$ cat config.mk
export PLATFORM = sky130hd
export DESIGN_NAME = trigger_resolution_arbiter
export DESIGN_NICKNAME = d
export VERILOG_FILES = /design/src/rtl/trigger_resolution_arbiter.sv
export SDC_FILE = /design/constraint.sdc
export NUM_CORES = 1
export LEC_CHECK = 0
export ABC_AREA = 1
export BUFFER_PORTS_ARGS = -buffer_cell sky130_fd_sc_hd__buf_4
export CORE_AREA = 2 2 102 104
export DETAILED_ROUTE_END_ITERATION = 16
export DIE_AREA = 0 0 104 106
export PLACE_DENSITY_LB_ADDON = 0.08
export SYNTH_ARGS = -nofsm -noshare
export SYNTH_HDL_FRONTEND = slang
export SYNTH_SLANG_ARGS = --single-unit
$ cat constraint.sdc
create_clock -name clock -period 3.5 [get_ports clock]
set_input_delay 0 -clock clock [delete_from_list [all_inputs] [get_ports clock]]
set_output_delay 0 -clock clock [all_outputs]
set_load 0.03 [all_outputs]
$ cat src/rtl/trigger_resolution_arbiter.sv
// Picks one triggered instruction per cycle (fixed lowest-index or round-robin) and holds it for the issue stage.
// Latency: 1 cycle from trigger_states to the registered selection; outputs are purely registered.
// Backpressure: selection holds while issue_ready is low; stall_alarm flags STALL_LIMIT consecutive stalled cycles.
module trigger_resolution_arbiter #(
    parameter int NUM_INSTRUCTIONS = 16,
    parameter int INDEX_WIDTH      = $clog2(NUM_INSTRUCTIONS),
    parameter int STALL_LIMIT      = 8,
    parameter int COUNT_WIDTH      = 16
) (
    input  logic                        clock,
    input  logic                        reset_n,
    input  logic                        mode,
    input  logic                        flush,
    input  logic [NUM_INSTRUCTIONS-1:0] trigger_states,
    input  logic                        issue_ready,
    output logic                        triggered_instruction_valid,
    output logic [INDEX_WIDTH-1:0]      triggered_instruction_index,
    output logic                        stall_alarm,
    output logic [COUNT_WIDTH-1:0]      issue_count
);

    localparam int STALL_WIDTH = $clog2(STALL_LIMIT + 1);
    localparam logic [STALL_WIDTH-1:0] STALL_MAX = STALL_WIDTH'(STALL_LIMIT);

    logic                   valid_q;
    logic [INDEX_WIDTH-1:0] index_q;
    logic [INDEX_WIDTH-1:0] rr_pointer;
    logic [STALL_WIDTH-1:0] stall_cnt;
    logic [COUNT_WIDTH-1:0] issue_count_q;

    logic                   accept;
    logic                   load;
    logic                   any_trigger;
    logic [INDEX_WIDTH-1:0] eff_ptr;
    logic [INDEX_WIDTH-1:0] fixed_sel;
    logic [INDEX_WIDTH-1:0] rr_sel;
    logic [INDEX_WIDTH-1:0] sel;

    assign accept      = valid_q & issue_ready;
    assign load        = ~valid_q | issue_ready;
    assign any_trigger = |trigger_states;

    // The slot just accepted is skipped next time, so the search starts one past it.
    always_comb begin
        eff_ptr = rr_pointer;
        if (accept) begin
            if (int'(index_q) == NUM_INSTRUCTIONS - 1) begin
                eff_ptr = '0;
            end else begin
                eff_ptr = index_q + 1'b1;
            end
        end
    end

    // Scanning downward lets the lowest qualifying index overwrite the others.
    always_comb begin
        fixed_sel = '0;
        for (int i = NUM_INSTRUCTIONS - 1; i >= 0; i--) begin
            logic [INDEX_WIDTH-1:0] ib;
            ib = i[INDEX_WIDTH-1:0];
            if (trigger_states[ib]) begin
                fixed_sel = ib;
            end
        end
    end

    always_comb begin
        rr_sel = '0;
        for (int k = NUM_INSTRUCTIONS - 1; k >= 0; k--) begin
            int                     idx;
            logic [INDEX_WIDTH-1:0] ib;
            idx = int'(eff_ptr) + k;
            if (idx >= NUM_INSTRUCTIONS) begin
                idx = idx - NUM_INSTRUCTIONS;
            end
            ib = idx[INDEX_WIDTH-1:0];
            if (trigger_states[ib]) begin
                rr_sel = ib;
            end
        end
    end

    assign sel = mode ? rr_sel : fixed_sel;

    always_ff @(posedge clock or negedge reset_n) begin
        if (!reset_n) begin
            valid_q       <= 1'b0;
            index_q       <= '0;
            rr_pointer    <= '0;
            stall_cnt     <= '0;
            issue_count_q <= '0;
        end else begin
            if (flush) begin
                valid_q <= 1'b0;
                index_q <= '0;
            end else if (load) begin
                valid_q <= any_trigger;
                index_q <= any_trigger ? sel : '0;
            end

            // A completed handshake counts even when a flush lands in the same cycle.
            if (accept) begin
                rr_pointer    <= eff_ptr;
                issue_count_q <= issue_count_q + 1'b1;
            end

            if (flush || accept || !valid_q) begin
                stall_cnt <= '0;
            end else if (stall_cnt != STALL_MAX) begin
                stall_cnt <= stall_cnt + 1'b1;
            end
        end
    end

    assign triggered_instruction_valid = valid_q;
    assign triggered_instruction_index = index_q;
    assign stall_alarm                 = (stall_cnt == STALL_MAX);
    assign issue_count                 = issue_count_q;

endmodule

* Word-level counts from Yosys, hierarchy flattened
Index checks and enable logic that the tools add are counted.
** Storage, ports and cells
- Flip-flop bits (word level) :: 29
- Latch bits :: 0
- RAM bits :: 0
- Memory bits (read-only) :: 0
- Input bits :: 21
- Output and inout bits :: 22
- Logic and storage cells :: 173
- Memories kept :: 0
** Operators by class
- $add $sub $neg :: 34
- Multiply operators :: 0
- Div/mod/pow operators :: 0
- Magnitude comparators :: 32
- Equality and inequality tests :: 3
- Shift operators :: 0
- Multiplexer cells :: 90
- Bitwise gates (word level) :: 3
- Reduce and logical (&&, ||, !) cells :: 6
** Operators by type and width (count)
- $mux 4 :: 56
- $lt 4x5->1 const B :: 16
- $ge 5x5->1 const B :: 15
- $bmux 1 s4 :: 16
- $sub 4x1->4 const B :: 16
- $add 4x4->5 const B :: 8
- $add 4x3->5 const B :: 4
- $mux 1 :: 18
- $add 16x1->16 const B :: 1
- $reduce_or 16->1 :: 1
- $add 4x2->5 const B :: 2
- $add 4x1->4 const B :: 2
- $add 4x1->5 const B :: 1
- $ge 4x5->1 const B :: 1
- $eq 4x1->1 const B :: 1
- $eq 4x4->1 const B :: 1
- $ne 4x4->1 const B :: 1
- $reduce_bool 2->1 :: 2
- $logic_or 1x1->1 :: 2
- $and 1x1->1 :: 1
- $logic_not 1->1 :: 1
- $not 1->1 :: 1
- $or 1x1->1 :: 1

* Depth between registers and ports, before layout
Gate-level depths: netlist of run 1.
- Word-level depth :: 28
- Depth in mapped cells :: 34
- Depth with buffers taken out :: 34

* Worst setup path before layout of run 1
OpenSTA, ideal clock, no wires.
- Path kind :: register -> register
- Start :: register index_q[0] (netlist: triggered_instruction_index[0])
- End :: register index_q[2] (netlist: triggered_instruction_index[2])
- Setup time :: 117 ps
- Data arrival time :: 3490 ps
- Data required time :: 3383 ps
- Slack :: -107 ps
- Stages on the path, launching flop included :: 35
- Buffers on the path :: 3
- Clock period less this slack :: 3607 ps
- Cell sequence :: dfrtp_1 ha_1 nand3_2 nand2_4 nand2_8 buf_6 clkbuf_1 ha_1 inv_1 clkbuf_1 nand3_1 nand2_1 nand2_1 nand3_1 nand2_1 nand3_1 nand2_1 nand2_1 nand2_1 nand2_1 nand2_1 nand2_1 nand2_1 nand2_1 nand2_1 nand2_1 nand2_1 nand2_1 nand2_1 nand2_1 nand2_1 nand2_1 nand2_1 nand2_1 nand2_1
** Between the ends
- Cells in the longest elaborated chain, start to end :: 28
- Elaborated cells on any way between the ends :: 119
- Classes of those cells :: add/sub (32); order compare (16); eq/ne (1); mux (70)
** Ends and longest elaborated chain
- from (decl) :: RTL line 26 : logic [INDEX_WIDTH-1:0] index_q;
- from (signal assigned) :: RTL line 98 : index_q <= any_trigger ? sel : '0;
- $add 4x1->4 / $eq 4x1->1 (equally long branches) :: RTL line 50, 47
- $mux 4 * :: RTL line 47 : if (int'(index_q) == NUM_INSTRUCTIONS - 1) begin
- $mux 4 * :: RTL line 46 : if (accept) begin
- $add 4x4->5 :: RTL line 72 : idx = int'(eff_ptr) + k;
- $sub 4x1->4 / $ge 5x5->1 (equally long branches) :: RTL line 74, 73
- $mux 4 :: RTL line 73 : if (idx >= NUM_INSTRUCTIONS) begin
- $bmux 1 s4 :: RTL line 77 : if (trigger_states[ib]) begin
- $mux 1 (not written as such) :: RTL line 77
- $mux 4 (15 in series) :: RTL line 77
- $mux 4 * :: RTL line 77
- $mux 4 * :: RTL line 83 : assign sel = mode ? rr_sel : fixed_sel;
- $mux 4 * :: RTL line 98
- $mux 4 * :: RTL line 96 : end else if (load) begin
- $mux 4 * :: RTL line 93 : if (flush) begin
Every way passes the cells marked *; elsewhere a longest branch is shown, timed or not. The select of a mux whose other input is x is not followed.
A chain may end at the register's enable or synchronous reset.

* Worst setup path in the final report of run 1
Same ends and word-level chain as after synthesis.

==> impl_metrics.json, run 1 <==
{
  "outcome": "complete, no violations",
  "io_buffers": 42,
  "num_rows": 37,
  "ys_seq_elements": 29,
  "layout-drive-gt1-share_pct": 20.36,
  "drv_cap": 0,
  "drt_iter0_markers": 154,
  "pin_count": 43,
  "synthDistinctLibCells": 43,
  "period_share_pct": 90.78,
  "wl_per_cell_um": 13.50,
  "hpwl_um": 8131,
  "die_area_um2": 11020,
  "crit_required_ns": 3.66,
  "netlist_area_um2": 3411,
  "end_kind": "flip-flop",
  "gp_congestion": 0.8787,
  "ys.flop_type": "dfrtp_1",
  "layout_setup_ws_ns": 0.3226,
  "synth_edf_count": 0,
  "final_cell_area_um2": 4178,
  "p_per_area_nw_per_um2": 1094,
  "avgSynthCellArea_um2": 6.224,
  "n_antenna_cell": 0,
  "grt_setup_unrepaired": "no",
  "setup_viol": 0,
  "drc": 0,
  "ant_nets": 0,
  "cts_tree": "built",
  "grt_pass1_wl_um": 16640,
  "final.min_clock_period_ns": 3.177,
  "fin_nets": 639,
  "leakagePower_nw": 2.227,
  "dpl_cell_area_um2": 3941,
  "min_path_cells": 4,
  "timing_worst_setup_path_type": "reg2reg",
  "clock_sinks": 29,
  "grt_max_degree": 34,
  "clockBufferDepth": 2,
  "clockRootBuffer": "clkbuf_8",
  "avgViaCountPerCell": 4.842,
  "crit-reg2reg-launch": "triggered_instruction_index[0]",
  "final_common_cell": "nand2_1",
  "fp.dieH_um": 106,
  "hp-start": "flush",
  "syn_inst": 548,
  "chipWidth_um": 104,
  "dr.pass1.iters": 4,
  "wl_um": 10060,
  "grt_pass1_vias": 3356,
  "reg2reg_depth": 27,
  "slew_violations": 0,
  "finalHoldViolCount": 0,
  "skew_ns": 0.01168,
  "track_usage_pct": 18.68,
  "grt-ovfl-total": 0,
  "max_freq_mhz": 314.7,
  "worstPathMaxFanout": 9,
  "antenna_found_initial": 0,
  "core-area_um2": 10000,
  "irDropWorstVdd_uv": 567.3,
  "r2r_end": "triggered_instruction_index[2]",
  "synthArstFlopShare_pct": 100.0,
  "maxSlewHeadroom_pct": 48.63,
  "arrival_ns": 3.34,
  "start_util_pct": 34.11,
  "cts_buffers": 5,
  "rrSetupSlack_ns": 0.32,
  "area_growth_pct": 22.49,
  "h-tree-depth": 2,
  "synth_warnings": 0,
  "syn_nets": 579,
  "worstMarginPinSlew_ns": 0.7626,
  "insertion_delay_ns": 0.28,
  "hold-path-endpoint": "triggered_instruction_valid",
  "setup-tns-final_ns": 0,
  "hold_path.class": "in2reg",
  "path_clk_slew_ns": 0.07,
  "cp-start-kind": "flip-flop",
  "via_count": 3607,
  "pre_cts_ws_ns": 0.1331,
  "seq_area_frac_synth_pct": 21.28,
  "final_cell_mix": "184 x nand2_1, 78 x nand3_1, 59 x inv_1",
  "post-route-util_pct": 41.78
}
## routing by layer
metal | vias to the layer above | global-route usage (%) | part of all wire, %
met5 | - | 0 | 0
met4 | 0 | 5.985 | 1.5
met3 | 11 | 1.594 | 3.3
met2 | 68 | 32.80 | 49
met1 | 1625 | 24.30 | 46
li1 | 1903 | - | -
## final cells by class
cell class,instances,area [um2]
fillers,1135,5822
multi-input cells,445,2437
flip-flops and latches,29,729.5
repair buffers,64,509.2
inverters,63,241.5
well taps,136,170.2
clock buffers,8,90.09
## flip-flops by register name, summed over array words and instances, names as in the netlist
register,count
triggered_instruction_index,4
rr_pointer,4
stall_cnt,4
issue_count,16
triggered_instruction_valid,1
## timing repair
action                                 4_1_cts  5_1_grt
hold buffers                                 1        0
gates resized for setup                      0       25
setup endpoints to repair                    0        4
buffers inserted                             0        3
endpoints found under the hold margin       29        0
## where the power goes
part	switching, mW	internal, mW
logic	2.45	1.36
registers	0.0724	0.405
clock network	0.118	0.160
## logic make-up (layout without fill, tap and decap cells)
logic type                 Yosys count  in the layout  synth area share, %
AOI/OAI and AO/OA                   76             76                12.62
buffers and inverters               74            135                9.758
DFF                                 29             29                21.28
and+or+nand+nor                    338            338                45.86
adders and majority gates           10             10                3.668
xor gates and xnor gates            21             21                6.823
## worst max-delay path, cell delays in order (launching register included)
cell	delay (ns)
dfrtp_2	0.47
ha_4	0.27
o21ai_4	0.17
buf_8	0.16
buf_6	0.15
ha_2	0.20
a21oi_4	0.06
xor2_2	0.21
nand3b_1	0.17
nand2_2	0.11
a21oi_1	0.13
nand2_1	0.06
nand2_1	0.05
nand2_1	0.07
nand2_1	0.06
nand2_1	0.04
nand2_1	0.05
nand2_1	0.06
nand2_1	0.06
nand2_1	0.04
nand2_1	0.05
nand2_1	0.05
nand2_1	0.05
nand2_1	0.05
nand2_1	0.05
nand2_1	0.06
nand2_1	0.09
nand2_1	0.05
## worst max path at each step
stage | to | slack [ns] | from
after global placement | triggered_instruction_index[2] | 0.16 | triggered_instruction_index[0]
after floorplan | triggered_instruction_index[2] | 0.06 | triggered_instruction_index[0]
final | triggered_instruction_index[2] | 0.32 | triggered_instruction_index[0]
after CTS | triggered_instruction_index[2] | 0.10 | triggered_instruction_index[0]
after global routing | triggered_instruction_index[2] | 0.02 | triggered_instruction_valid
after detailed placement | triggered_instruction_index[2] | 0.13 | triggered_instruction_index[0]
## cells in the mapped netlist, drive strengths merged, types with 4 or more instances
library cell,number,area [um2]
inv,63,239.0
buf,8,82.58
dfrtp,29,725.7
a21oi,47,246.5
ha,10,125.1
nor2,29,116.4
a31oi,6,43.79
nor3,4,20.02
o21ai,18,101.4
xnor2,5,51.30
nand3,91,513.0
nand2,204,844.6
xor2,16,181.4
## metrics by stage
| stage | hold WS [ns] | total power, mW | std cells |
|---|---|---|---|
| floorplan | -0.2956 | 3.166 | 548 |
| global placement | -0.04551 | 4.103 | 733 |
| detailed placement | -0.05066 | 4.076 | 733 |
| CTS | 0.06269 | 4.380 | 742 |
| global route | 0.09330 | 5.115 | 745 |
| finish | 0.06850 | 4.570 | 745 |
Power figures use the tool's default switching activity.
==> run 2, diff against run 1 <==
Settings changed: ABC_AREA 1 to not set, CORE_AREA 2 2 102 104 to 2 2 105 107, DIE_AREA 0 0 104 106 to 0 0 107 109.
==> impl_metrics.json, run 2 <==
{
  "p_per_area_nw_per_um2": 1056,
  "synthAdderAreaFrac_pct": 3.463,
  "skew_ns": 0.006098,
  "gp_congestion": 0.9011,
  "synth_xor_area_share_pct": 8.830,
  "drc": 0,
  "leakagePower_nw": 2.054,
  "end_kind": "flip-flop",
  "clock_sinks": 29,
  "track_usage_pct": 21.25,
  "final.min_clock_period_ns": 3.379,
  "synth_edf_count": 0,
  "timing_worst_setup_path_type": "reg2reg",
  "io_buffers": 42,
  "r2r_end": "triggered_instruction_index[0]",
  "via_count": 3694,
  "chipWidth_um": 107,
  "synth_top_cell_area_share_pct": 20.08,
  "fillerInstances": 1064,
  "worstPathMaxFanout": 8,
  "layout_setup_ws_ns": 0.1213,
  "synthArstFlopShare_pct": 100.0,
  "ys_seq_elements": 29,
  "min_path_cells": 3,
  "yosys-top-cells-count": "32 x nand2_1, 29 x dfrtp_1, 28 x inv_1, 27 x nor2_1, 24 x o21ai_0",
  "final_cell_area_um2": 4777,
  "syn_inst": 409,
  "hold-path-endpoint": "stall_cnt[3]",
  "max_freq_mhz": 296.0,
  "netlist_area_um2": 3613,
  "irDropWorstVdd_uv": 319.7,
  "instances_no_fill": 649,
  "setup_viol": 0,
  "wl_um": 12050,
  "rrSetupSlack_ns": 0.12,
  "drv_cap": 0,
  "synthDistinctLibCells": 76,
  "cts_tree": "built",
  "wl_per_cell_um": 18.56,
  "syn_nets": 440,
  "largest_reg_flops": 16,
  "hold_path.class": "in2reg",
  "slew_violations": 0,
  "core-area_um2": 10600,
  "area_growth_pct": 32.20,
  "avgViaCountPerCell": 5.692,
  "maxSlewHeadroom_pct": 58.39,
  "path_clk_slew_ns": 0.07,
  "pre_cts_ws_ns": 0.03910,
  "period_share_pct": 96.53,
  "fin_nets": 539,
  "hpwl_um": 9619,
  "grt_setup_unrepaired": "yes",
  "finalPower_mw": 5.045,
  "synth_top_cell_by_area": "dfrtp_1",
  "h-tree-depth": 2,
  "grt_max_degree": 30,
  "hp-start": "flush",
  "num_rows": 38,
  "grt_pass1_vias": 3449,
  "dpl_cell_area_um2": 4458,
  "finalHoldViolCount": 0,
  "arrival_ns": 3.60,
  "cts_buffers": 5,
  "pin_count": 43,
  "post-route-util_pct": 45.06,
  "insertion_delay_ns": 0.28,
  "cp-start-kind": "flip-flop",
  "n_antenna_cell": 0,
  "synth_top_family_by_area": "compound AO/OA/AOI/OAI gates",
  "grt_pass1_wl_um": 19010,
  "start_util_pct": 34.08,
  "clockBufferDepth": 2,
  "yosys.area_share.simple_pct": 15.69,
  "worstMarginPinSlew_ns": 0.6242,
  "final_common_cell": "buf_4",
  "seq_area_frac_synth_pct": 20.08,
  "synth_warnings": 0,
  "drt_iter0_markers": 230,
  "ys_top_cells_by_area": "dfrtp_1 20%, mux4_2 8.1%, mux2i_1 5.5%",
  "clockRootBuffer": "clkbuf_8",
  "ant_nets": 0,
  "synth.most_common_cell": "nand2_1",
  "antenna_found_initial": 0,
  "fp.dieH_um": 109,
  "synth-compound-area-share_pct": 25.66,
  "dr.pass1.iters": 5,
  "ys.flop_type": "dfrtp_1",
  "avgSynthCellArea_um2": 8.835,
  "layout-drive-gt1-share_pct": 37.13,
  "grt-ovfl-total": 0,
  "final_cell_mix": "108 x buf_4, 31 x nand2_1, 26 x inv_1, 26 x nor2_1, 26 x dfrtp_1",
  "crit_required_ns": 3.72,
  "outcome": "complete, no violations",
  "dp.cells": 627,
  "synth.area.mux_share_pct": 19.60,
  "die_area_um2": 11660,
  "crit-reg2reg-launch": "triggered_instruction_index[0]",
  "reg2reg_depth": 14
}
run 2: cell families after synthesis:
kind of cell	after synthesis
simple gates	114
mux	48
fa+ha+maj	10
flops	29
buf+inv	48
compound gates	127
xor+xnor	33
run 2: repair_timing:
action	CTS	global route
endpoints found under the setup margin	0	4
endpoints found under the hold margin	29	0
resized for setup	0	24
setup buffers	0	13
hold buffers	1	0
run 2: stage by stage:
stage          setup TNS [ns]  hold slack [ns]
3_3_place_gp                0         -0.04615
3_5_place_dp                0         -0.04419
5_1_grt              -0.04106           0.1070
6_report                    0           0.1038
4_1_cts                     0          0.09953
2_1_floorplan         -0.1985          -0.2956
run 2: worst max-delay path, stage by stage, from the launching register on:
cell      delay, ns
dfrtp_2        0.44
ha_4           0.19
and3_4         0.16
o21a_4         0.21
inv_4          0.13
buf_4          0.20
mux2i_1        0.12
buf_4          0.15
mux4_2         0.51
mux2_2         0.33
o21ai_1        0.12
a21oi_1        0.08
o211ai_1       0.27
o2111a_1       0.24
o32a_1         0.16
run 2: worst max-delay path by stage:
stage                                   start                              to  slack (ns)  cells past startpoint
3_3_place_gp   triggered_instruction_index[1]  triggered_instruction_index[0]        0.03                     12
2_1_floorplan  triggered_instruction_index[1]  triggered_instruction_index[0]       -0.10                     16
5_1_grt        triggered_instruction_index[0]  triggered_instruction_index[1]       -0.03                     12
4_1_cts        triggered_instruction_index[0]  triggered_instruction_index[3]       0.006                     14
6_report       triggered_instruction_index[0]  triggered_instruction_index[0]        0.12                     14
3_5_place_dp   triggered_instruction_index[0]  triggered_instruction_index[3]        0.04                     14
run 2: routing by layer:
layer	up-vias	share of wire (%)	track usage, %
met1	1764	45	29.99
li1	1760	-	-
met2	143	46	32.98
met5	-	0	0
met3	27	5.7	3.467
met4	0	2.9	7.328
run 2: layout make-up:
cell class / count / area, um2 / share of cell area (%)
Clock inverter: 3 / 17.52 / 0.3667
Multi-Input combinational cell: 332 / 2824 / 59.11
Timing Repair Buffer: 110 / 840.8 / 17.60
Inverter: 30 / 121.4 / 2.541
Clock buffer: 5 / 68.82 / 1.441
Sequential cell: 29 / 729.5 / 15.27
Tap cell: 140 / 175.2 / 3.667
run 2: where the power goes:
group          internal, mW  switching, mW
registers             0.407         0.0883
clock network         0.137          0.136
logic                  1.95           2.33
total                  2.49           2.55
==> run 3, diff against run 2 <==
Settings changed: SETUP_SLACK_MARGIN set to 0.4.
==> impl_metrics.json, run 3 (synthesized netlist as in run 2, its figures left out) <==
{
  "outcome": "complete, no violations",
  "multi_input_area_um2": 2963,
  "grt_pass1_wl_um": 19070,
  "drv_cap": 0,
  "grt_pass1_vias": 3502,
  "drt_iter0_markers": 186,
  "grt_max_degree": 30,
  "clock_sinks": 29,
  "max_freq_mhz": 306.9,
  "fp.dieH_um": 109,
  "track_usage_pct": 21.25,
  "p_per_area_nw_per_um2": 1093,
  "setup-tns-final_ns": 0,
  "layout-drive-gt1-share_pct": 41.96,
  "antenna_found_initial": 0,
  "post-route-util_pct": 47.69,
  "fillerInstances": 1015,
  "core-area_um2": 10600,
  "cts_tree": "built",
  "pin_count": 43,
  "period_share_pct": 93.11,
  "crit_required_ns": 3.65,
  "drc": 0,
  "io_buffers": 42,
  "grt_setup_unrepaired": "yes",
  "gp_congestion": 0.9096,
  "largest_reg_flops": 16,
  "finalHoldViolCount": 0,
  "via_count": 3685,
  "final.min_clock_period_ns": 3.259,
  "worstMarginPinSlew_ns": 0.5965,
  "chipWidth_um": 107,
  "avgViaCountPerCell": 5.669,
  "maxSlewHeadroom_pct": 60.15,
  "wl_per_cell_um": 18.92,
  "final_cell_mix": "99 x buf_4, 30 x nand2_1, 26 x inv_1, 26 x nor2_1, 25 x dfrtp_1",
  "num_rows": 38,
  "final_common_cell": "buf_4",
  "seq_area_um2": 730.7,
  "path_clk_slew_ns": 0.07,
  "leakagePower_nw": 2.151,
  "dr.pass1.iters": 4,
  "clockBufferDepth": 2,
  "setup_viol": 0,
  "end_kind": "flip-flop",
  "irDropWorstVdd_uv": 338.6,
  "instances_no_fill": 650,
  "cts_buffers": 5,
  "skew_ns": 0.008419,
  "clockRootBuffer": "clkbuf_8",
  "arrival_ns": 3.41,
  "h-tree-depth": 2,
  "die_area_um2": 11660,
  "n_antenna_cell": 0,
  "hpwl_um": 9340,
  "area_growth_pct": 39.92,
  "grt-ovfl-total": 0,
  "finalPower_mw": 5.528,
  "wl_um": 12300,
  "insertion_delay_ns": 0.28,
  "dp.cells": 608,
  "dpl_cell_area_um2": 4328,
  "cp-start-kind": "flip-flop",
  "final_cell_area_um2": 5056,
  "worstPathMaxFanout": 5,
  "start_util_pct": 34.08,
  "hold_path.class": "in2reg",
  "fin_nets": 540,
  "timing_worst_setup_path_type": "reg2reg",
  "slew_violations": 0,
  "ant_nets": 0
}
==> run 3: cell types whose count changed in the layout (fill, tap and decap cells not counted), moves of 3 or more <==
cell,delta
a221oi_1,-3
a21boi_2,+4
a221oi_2,+3
mux2i_1,-5
xnor2_2,+3
buf_6,+3
xnor2_4,-3
a21boi_0,-4
mux2i_4,+3
buf_4,-9
buf_12,+4
==> run 3: worst paths after layout <==
kind / start / end / slack (ns) / cells past startpoint
hold / removal: flush / stall_cnt[0] / 0.09 / 3
max in group asynchronous: reset_n / triggered_instruction_index[1] / 3.02 / 2
hold reg to reg: issue_count[15] / issue_count[15] / 0.47 / 1
setup reg to reg: triggered_instruction_index[0] / triggered_instruction_index[1] / 0.24 / 11
setup / recovery: triggered_instruction_index[0] / triggered_instruction_index[1] / 0.24 / 11
min in group asynchronous: reset_n / rr_pointer[0] / 0.18 / 2
==> run 3: through the flow <==
step                hold WS, ns  setup slack, ns
finish                  0.09091           0.2412
global route             0.1028           0.1429
CTS                     0.08967           0.2415
detailed placement     -0.05329          -0.1057
global placement       -0.05018         -0.09676
floorplan               -0.2956          -0.1027
==> run 3: final cells by class <==
| class | count | area share, % |
|---|---|---|
| Multi-Input combinational cell | 332 | 58.60 |
| Timing Repair Buffer | 111 | 18.98 |
| Sequential cell | 29 | 14.45 |
| Tap cell | 140 | 3.464 |
| Inverter | 30 | 2.499 |
| Clock buffer | 7 | 1.905 |
| Clock inverter | 1 | 0.09899 |
==> run 3: timing repair <==
| item | 4_1_cts | 5_1_grt |
|---|---|---|
| pin swaps | 10 | 12 |
| buffers inserted | 20 | 11 |
| setup endpoints to repair | 4 | 4 |
| hold buffers | 1 | 0 |
| gates cloned | 1 | 1 |
| gates resized for setup | 36 | 32 |
| hold endpoints to repair | 29 | 0 |
==> run 3: worst max-delay path, cell delays in order, from the launching register on <==
cell       delay, ns
dfrtp_2         0.42
buf_4           0.16
nand3b_4        0.17
o21a_4          0.25
buf_8           0.13
mux4_2          0.50
mux4_2          0.50
or3_1           0.34
a31oi_2         0.17
a2bb2oi_2       0.17
o2111a_1        0.25
o21ai_2         0.07
==> run 3: report_power, final <==
part / switching, mW / total (mW) / internal, mW
Clock: 0.128 / 0.305 / 0.177
Combinational: 2.51 / 4.73 / 2.22
Sequential: 0.0889 / 0.496 / 0.407
==> run 3: routing by layer <==
layer	wire, um	share of wire, %	global-route usage (%)
met5	0	0	0
met3	441	3.6	3.706
met2	5914	48	34.08
met1	5697	46	28.82
met4	248	2.0	7.699
